File: src/rtl/pipe_stall_ctrl_pkg.sv
// Shared pipeline definitions: stall/flush sequencer state encoding,
// default multdiv timeout and the latch-control bundle layout.
package pipe_stall_ctrl_pkg;

  // Default number of BUSY cycles allowed before the math exception fires
  localparam int MD_TIMEOUT_DEF = 40;

  // Default width of the busy-cycle counter (2**6 = 64 > 40)
  localparam int CNT_W_DEF = 6;

  // Sequencer states: IDLE runs the pipe, BUSY holds X for mult/div
  typedef enum logic {
    ST_IDLE = 1'b0,
    ST_BUSY = 1'b1
  } state_t;

  // Enables and flushes for the PC register and the pipeline latches,
  // ordered {pcEn, fdEn, dxEn, xmEn, mwEn, fdClr, dxClr, xmClr}
  typedef struct packed {
    logic pcEn;
    logic fdEn;
    logic dxEn;
    logic xmEn;
    logic mwEn;
    logic fdClr;
    logic dxClr;
    logic xmClr;
  } latch_ctrl_t;

  // Everything frozen and flushed while the pipeline is in reset
  localparam latch_ctrl_t CTRL_RESET   = 8'b00000_111;
  // Normal flow: every stage advances, nothing is squashed
  localparam latch_ctrl_t CTRL_RUN     = 8'b11111_000;
  // Taken branch/jump: PC loads the target, wrong-path F and D squashed
  localparam latch_ctrl_t CTRL_BRANCH  = 8'b11111_110;
  // Load-use: hold PC and F/D, push a bubble into X
  localparam latch_ctrl_t CTRL_LOADUSE = 8'b00111_010;
  // Mult/div in X: freeze the front end, drain bubbles behind X
  localparam latch_ctrl_t CTRL_HOLDX   = 8'b00011_001;

  // Terminal-count helper: true when the counter sits on the last
  // allowed BUSY cycle
  function automatic logic isTerminal(input logic [31:0] cnt, input int timeout);
    return cnt == 32'(timeout - 1);
  endfunction

endpackage

File: src/rtl/pipe_stall_ctrl_counter.sv
// md_timeout_counter: busy-cycle counter for the multdiv wait, with a
// synchronous clear and an increment, flagging the last allowed cycle.
module md_timeout_counter
  import pipe_stall_ctrl_pkg::*;
#(
  parameter int MD_TIMEOUT = MD_TIMEOUT_DEF,
  parameter int CNT_W      = CNT_W_DEF
) (
  input  logic             clk,
  input  logic             i_clear,
  input  logic             i_inc,
  output logic [CNT_W-1:0] o_cnt,
  output logic             o_tc
);

  logic [CNT_W-1:0] r_cnt;
  logic [31:0]      w_cntWide;

  // Count BUSY cycles; clear wins so a fresh operation always starts at 0
  always_ff @(posedge clk) begin
    if (i_clear) begin
      r_cnt <= '0;
    end else if (i_inc) begin
      r_cnt <= r_cnt + 1'b1;
    end
  end

  // Terminal count marks the cycle where the timeout exception is due
  always_comb begin
    w_cntWide = 32'(r_cnt);
    o_tc      = isTerminal(w_cntWide, MD_TIMEOUT);
  end

  assign o_cnt = r_cnt;

endmodule

File: src/rtl/pipe_stall_ctrl.sv
// pipe_stall_ctrl: hazard and stall sequencer for the 5-stage pipeline.
// Resolves load-use stalls, taken-branch flushes and multi-cycle mult/div
// holds, including the multdiv timeout exception.
module pipe_stall_ctrl
  import pipe_stall_ctrl_pkg::*;
#(
  parameter int MD_TIMEOUT = MD_TIMEOUT_DEF,
  parameter int CNT_W      = CNT_W_DEF
) (
  input  logic clk,
  input  logic clr,
  input  logic loadUse,
  input  logic branchTaken,
  input  logic mdStart,
  input  logic mdRdy,
  output logic pcEn,
  output logic fdEn,
  output logic dxEn,
  output logic xmEn,
  output logic mwEn,
  output logic fdClr,
  output logic dxClr,
  output logic xmClr,
  output logic mdGo,
  output logic mdBusy,
  output logic mdExcep
);

  state_t           r_state;
  state_t           w_nextState;
  latch_ctrl_t      w_ctrl;
  logic             w_mdGo;
  logic             w_mdBusy;
  logic             w_mdExcep;
  logic             w_busyExit;
  logic             w_cntClear;
  logic             w_cntInc;
  logic             w_tc;
  logic [CNT_W-1:0] w_cnt;

  // The counter only runs while BUSY and is parked at zero otherwise,
  // so entering BUSY always starts from a clean count
  assign w_cntClear = clr | (r_state == ST_IDLE) | w_busyExit;
  assign w_cntInc   = (r_state == ST_BUSY) & ~w_busyExit;

  md_timeout_counter #(
    .MD_TIMEOUT (MD_TIMEOUT),
    .CNT_W      (CNT_W)
  ) u_counter (
    .clk     (clk),
    .i_clear (w_cntClear),
    .i_inc   (w_cntInc),
    .o_cnt   (w_cnt),
    .o_tc    (w_tc)
  );

  // State register; reset drops any outstanding mult/div back to IDLE
  always_ff @(posedge clk) begin
    if (clr) begin
      r_state <= ST_IDLE;
    end else begin
      r_state <= w_nextState;
    end
  end

  // Next-state and latch controls; hazard priority is branch > mult/div > load-use
  always_comb begin
    w_nextState = r_state;
    w_ctrl      = CTRL_RUN;
    w_mdGo      = 1'b0;
    w_mdBusy    = 1'b0;
    w_mdExcep   = 1'b0;
    w_busyExit  = 1'b0;

    if (clr) begin
      w_ctrl      = CTRL_RESET;
      w_nextState = ST_IDLE;
    end else begin
      case (r_state)
        ST_IDLE: begin
          if (branchTaken) begin
            w_ctrl = CTRL_BRANCH;
          end else if (mdStart) begin
            w_ctrl      = CTRL_HOLDX;
            w_mdGo      = 1'b1;
            w_nextState = ST_BUSY;
          end else if (loadUse) begin
            w_ctrl = CTRL_LOADUSE;
          end
        end
        ST_BUSY: begin
          w_mdBusy = 1'b1;
          if (mdRdy) begin
            w_ctrl      = CTRL_RUN;
            w_busyExit  = 1'b1;
            w_nextState = ST_IDLE;
          end else if (w_tc) begin
            w_ctrl      = CTRL_RUN;
            w_mdExcep   = 1'b1;
            w_busyExit  = 1'b1;
            w_nextState = ST_IDLE;
          end else begin
            w_ctrl = CTRL_HOLDX;
          end
        end
        default: begin
          w_nextState = ST_IDLE;
        end
      endcase
    end
  end

  // The count value itself only matters through the terminal flag
  logic w_cntUnused;
  assign w_cntUnused = ^w_cnt;

  assign pcEn    = w_ctrl.pcEn;
  assign fdEn    = w_ctrl.fdEn;
  assign dxEn    = w_ctrl.dxEn;
  assign xmEn    = w_ctrl.xmEn;
  assign mwEn    = w_ctrl.mwEn;
  assign fdClr   = w_ctrl.fdClr;
  assign dxClr   = w_ctrl.dxClr;
  assign xmClr   = w_ctrl.xmClr;
  assign mdGo    = w_mdGo;
  assign mdBusy  = w_mdBusy;
  assign mdExcep = w_mdExcep;

endmodule

File: config.mk
export PLATFORM = sky130hd
export DESIGN_NAME = pipe_stall_ctrl
export DESIGN_NICKNAME = d
export VERILOG_FILES = /design/src/rtl/pipe_stall_ctrl_pkg.sv /design/src/rtl/pipe_stall_ctrl_counter.sv /design/src/rtl/pipe_stall_ctrl.sv
export SDC_FILE = /design/constraint.sdc
export NUM_CORES = 1
export LEC_CHECK = 0
export CAP_MARGIN = 25
export CORE_AREA = 2 2 39 41
export CTS_BUF_LIST = sky130_fd_sc_hd__clkbuf_8
export CTS_CLUSTER_DIAMETER = 200
export DETAILED_ROUTE_END_ITERATION = 8
export DIE_AREA = 0 0 41 43
export HOLD_SLACK_MARGIN = 0.12
export SYNTH_ARGS = -nofsm -noshare
export SYNTH_HDL_FRONTEND = slang
export SYNTH_SLANG_ARGS = --single-unit
File: constraint.sdc
create_clock -name clk -period 2.1 [get_ports clk]
set_clock_uncertainty 0.05 [all_clocks]
set_input_delay 0.42 -clock clk [delete_from_list [all_inputs] [get_ports clk]]
set_output_delay 0.42 -clock clk [all_outputs]
set_load 0.05 [all_outputs]
-- Word-level counts from Yosys, hierarchy flattened
Cells that the tools add are included.
- output and inout port bits: 11
- register bits after elaboration: 7
- input bits: 6
- word-level logic and storage cells: 32
- bitwise logic cells: 5
- eq/ne operators: 1
- add/sub/neg operators: 1
- muxes and demuxes: 23
- operators by type and width (kind ; count):
    8-bit two-way mux ; 6
    8-bit case mux with 2 select lines ; 1
    1-bit two-way mux ; 15
    6-bit by 1-bit adder with 6-bit output (second input constant) ; 1
    6-bit == test (second input constant) ; 1
    1-bit NOT ; 2
    1-bit OR ; 2
    1-bit case mux with 2 select lines ; 1
    1-bit AND ; 1

-- Longest topological paths before layout
- depth in word-level cells: 7
- mapped depth: 5
- mapped depth without buffers: 4

-- Modules after synthesis
From an unflattened synthesis, not the netlist that was laid out.
- cells, all modules: 49
- area, all modules: 397.9 um^2
- modules (own cells, without submodules) (module ; cells an instance ; instances ; seq. area each (um^2) ; area each (um^2)):
    md_timeout_counter ; 26 ; 1 ; 120.1 ; 251.5
    pipe_stall_ctrl ; 23 ; 1 ; 20.0 ; 146.4

-- Least setup slack after synthesis
No wires, ideal clock.
- path kind: input -> output
- start: in clr
- end: out mdExcep
- data required time: 1630 ps
- path buffers: 0
- setup slack: -496 ps
- arrival time: 2126 ps
- stages on the path: 3
- cells stage by stage: nor2b_1 > nand2b_1 > nor2_1
- cells in the longest elaborated chain, start to end: 1
- ends and longest elaborated chain (item ; line ; RTL):
    from (decl) ; pipe_stall_ctrl.sv:11 ; input logic clr,
    1-bit two-way mux ; pipe_stall_ctrl.sv:75 ; if (clr) begin
    to (decl) ; pipe_stall_ctrl.sv:26 ; output logic mdExcep
Every way passes these cells.

-- Worst setup path after layout
- start: reg u_counter.r_cnt[0] (netlist: u_counter.o_cnt[0])
- end: out pcEn
- cells in the longest elaborated chain, start to end: 5
- ends and longest elaborated chain (item ; line ; RTL):
    from (decl) ; pipe_stall_ctrl_counter.sv:16 ; logic [CNT_W-1:0] r_cnt;
    from (signal assigned) ; pipe_stall_ctrl_counter.sv:24 ; r_cnt <= r_cnt + 1'b1;
    6-bit == test ; pipe_stall_ctrl_pkg.sv:44 ; return cnt == 32'(timeout - 1);
    8-bit two-way mux ; pipe_stall_ctrl.sv:97 ; end else if (w_tc) begin
    8-bit two-way mux ; pipe_stall_ctrl.sv:93 ; if (mdRdy) begin
    8-bit case mux with 2 select lines ; pipe_stall_ctrl.sv:79 ; case (r_state)
    8-bit two-way mux ; pipe_stall_ctrl.sv:75 ;
    to (decl) ; pipe_stall_ctrl.sv:16 ; output logic pcEn,
Every way passes these cells.

==> implementation parameters <==
Parameter                              Value

Outcome
  Run status    complete, no violations

Route
  Final wirelength    ~1100 um
  Iteration-0 DRC count of the detailed router    4
  Vias post-DR    ~450
  Count of antenna-violating nets left after detailed routing    0
  Count of TritonRoute iterations in the first routing pass    3
  # DRC    0
  Post-detailed-route via-to-cell ratio    4.91
  DR WL/cell    12.1 um

STA
  Endpoints failing hold    0
  Final period utilization    a little over nine tenths
  Max_slew headroom    about four fifths
  Total of endpoints with negative setup slack in the final report    0
  Setup tns final    0 ns
  Final worst setup slack    0.0692 ns
  Pin slew with the least headroom to its limit    approximately 0.31 ns
  Final Max Tran Viols    0
  Max Freq    492 MHz
  Min Tclk post-route    2.03 ns

Critical path
  Top delay family on crit path    simple AND/OR/NAND/NOR gates
  Critical Path Max Stage Delay    roughly 0.35 ns
  Type of the setup path with the least slack    reg -> out
  Register-to-Register Setup Slack    ~0.64 ns
  WP data required    approximately 1.6 ns
  Critical path capture point type    output pin
  Timing startpoint of the critical path    u_counter.o_cnt[0]$_SDFFE_PP0P_
  Cell-by-cell listing of the critical path    ha_2 > nand4bb_4 > o21ai_2 > and3_4 > buf_12
  Worst R2R Start    u_counter.o_cnt[0]$_SDFFE_PP0P_
  R2r endpoint    u_counter.o_cnt[4]$_SDFFE_PP0P_
  Nature of the critical path startpoint    flop
  Worst path buffer plus inverter count    1
  Reg2reg path depth    4
  Worst path arrival time    between 1.5 and 2 ns
  Critical-path top delay cell    sky130_fd_sc_hd__dfxtp_1
  Biggest fanout along the worst timing path    4

Synth
  Mapped Cells    52
  Seq/Total Area, Yosys    about a third
  Post-synth design cell area    around 400 um2
  Ys Warns    0
  Flops & latches, synth    7
  Yosys top cell by area    sky130_fd_sc_hd__dfxtp_1
  Nets in the synthesized netlist    a little under 60
  Post-Synthesis Mean Instance Area    ~7.8 um2
  Top cell type's share of synthesized area    a little over a third
  Number of different library cells in the post-synthesis netlist    23
  Top cells by area, synth    sky130_fd_sc_hd__dfxtp_1, sky130_fd_sc_hd__nor2_1, sky130_fd_sc_hd__and3_1

Placed design
  Pre-CTS setup slack    between 0.04 and 0.05 ns
  DPL Wire Length    834 um
  Placer Congestion    0.710
  Port buffer count    16

Min path
  Hold crit path type    reg -> reg
  Hold Path Origin    u_counter.o_cnt[0]$_SDFFE_PP0P_
  End of the worst hold path    u_counter.o_cnt[0]$_SDFFE_PP0P_
  Hold-critical path depth    1

CTS
  Post-CTS Hold Fix Bufs    0
  CTS Sinks    7
  CTS clk-pin slew, worst paths    about 0.04 ns
  Post-CTS setup buffer count    0
  Total CTS buffers    3
  Clock insertion delay at the later pin of the skew report    0.23 ns
  Depth of the CTS H-tree    1
  Clock root cell    sky130_fd_sc_hd__clkbuf_8
  Maximum clock path buffer count    2
  Clock tree from TritonCTS    done

GRT
  Pin count of the biggest net entering global routing    7
  Wire length of the first global-routing pass    about 1700 um
  Vias in the first global route    slightly below 400
  Antenna violations before repair    0
  Total Routing Usage GR    between 15 and 20%
  Overflow left after global routing    0

Power and ir drop
  Clock share of power    between 40% and 50%
  Power density cells    roughly 590 nW/um2
  Power share of the sequential group    29.4%
  Fraction of power consumed by combinational cells    about 30%
  Internal power summed over all cells    approximately 0.33 mW
  Leak pwr    between 0.3 and 0.4 nW
  Net switching power of the design    between 0.1 and 0.15 mW
  Switching portion of total power    between 20% and 30%
  Final total power    between 0.4 and 0.5 mW
  Highest ir drop seen on vdd    0.329 mV

Finish
  Flip-flop and latch area    roughly 140 um2
  Final #Nets    83
  Final design utilization    between 50 and 60%
  Count of fill cells added during filler insertion    between 100 and 150
  Antenna Diode Count    0
  Area Growth Syn to Fin    97.5%
  Proportion of layout cells with a drive suffix above 1    34.7%
  Area of the multi-input gates    between 200 and 300 um2

Run
  Reported max-cap violation count    0

Die
  Starting density of the core    29.2%
  Height of the die    43 um
  Horizontal extent of the die    approximately 40 um
  Die Outline Area    between 1500 and 2000 um2
  Core region area    ~1400 um2
  Top-level port count    17
  Number of placement rows    14
==> synth_stat cells, drive strengths merged <==
| cell | number |
|---|---|
| o31ai | 1 |
| inv | 4 |
| nand2b | 1 |
| xor2 | 1 |
| xnor2 | 1 |
| nor3b | 2 |
| nor4 | 1 |
| or4 | 1 |
| nand3 | 2 |
| mux2i | 1 |
| and3 | 3 |
| dfxtp | 7 |
| nand2 | 4 |
| o21ai | 5 |
| a21oi | 1 |
| nor2 | 7 |
| buf | 2 |
| or2 | 2 |
| nor2b | 3 |
| nand4bb | 1 |
| ha | 1 |
| nand4b | 1 |
==> power by group through the flow <==
stage / Combinational (mW) / Clock [mW] / Sequential [mW]
final: 0.141 / 0.189 / 0.137
after detailed placement: 0.140 / 0 / 0.139
after global placement: 0.139 / 0 / 0.140
after floorplan: 0.0654 / 0 / 0.139
after CTS: 0.140 / 0.192 / 0.137
after global routing: 0.147 / 0.200 / 0.137
==> placed cells by master (no fill, tap or decap), types with 2 or more instances in the layout <==
cell	instances
sky130_fd_sc_hd__buf_12	11
sky130_fd_sc_hd__dfxtp_1	7
sky130_fd_sc_hd__nor2_1	6
sky130_fd_sc_hd__inv_1	5
sky130_fd_sc_hd__clkdlybuf4s50_1	5
sky130_fd_sc_hd__buf_4	5
sky130_fd_sc_hd__nand2_1	4
sky130_fd_sc_hd__clkbuf_8	3
sky130_fd_sc_hd__nor2b_1	2
sky130_fd_sc_hd__o21ai_2	2
sky130_fd_sc_hd__and3_1	2
sky130_fd_sc_hd__nor3b_1	2
sky130_fd_sc_hd__or2_1	2
sky130_fd_sc_hd__nand3_1	2
sky130_fd_sc_hd__o21ai_0	2
==> per-stage QoR <==
step / cells / hold WS [ns] / cell area, um2
after floorplan: 52 / 0.368 / 412
after global placement: 87 / 0.383 / 724
after detailed placement: 87 / 0.393 / 724
after CTS: 91 / 0.399 / 776
after global routing: 91 / 0.437 / 798
final: 91 / 0.398 / 798
==> registers in the layout (all words and copies together), names as in the netlist <==
signal,count
r_state,1
u_counter.o_cnt,6
==> what timing repair did <==
action | 4_1_cts | 5_1_grt
cloned | 0 | 0
hold endpoints to repair | 0 | 0
pin swaps | 0 | 2
resized for setup | 2 | 3
endpoints found under the setup margin | 3 | 5
==> cell families after synthesis <==
kind of cell / count (synthesis) / share of synthesized area (%)
flops: 7 / 34.7
xor+xnor: 2 / 4.34
mux: 1 / 2.48
fa+ha+maj: 1 / 3.10
buf+inv: 6 / 7.43
simple gates: 28 / 38.7
compound gates: 7 / 9.29
==> worst reg2reg max path, stage by stage, from the launching register on <==
cell and delay (ns):
sky130_fd_sc_hd__dfxtp_1 0.35, sky130_fd_sc_hd__ha_2 0.25, sky130_fd_sc_hd__nand2_1 0.08, sky130_fd_sc_hd__or4_1 0.50, sky130_fd_sc_hd__a21oi_1 0.15
==> worst max-delay path by stage <==
stage / end / slack, ns / depth (start not counted)
6_report: pcEn / 0.07 / 5
5_1_grt: fdEn / -0.007 / 5
3_5_place_dp: pcEn / 0.05 / 5
3_3_place_gp: pcEn / 0.07 / 5
4_1_cts: mdExcep / 0.005 / 5
2_1_floorplan: mdExcep / -0.16 / 3
==> cell type report <==
type,instances,area share (%)
tap,16,2.51
inverter,4,1.88
sequential,7,17.6
clock inverter,1,0.470
multi-input combinational,39,33.9
timing repair buffer,21,38.6
clock buffer,3,5.17
==> per-layer routing <==
metal  share of wire [%]  wire, um  track usage [%]
met5                   0         0                0
met4                 3.9        43             14.0
met3                 5.7        63             7.85
met2                  51       561             21.6
met1                  39       435             16.6
Note: power is estimated with default switching activity, not from simulation.
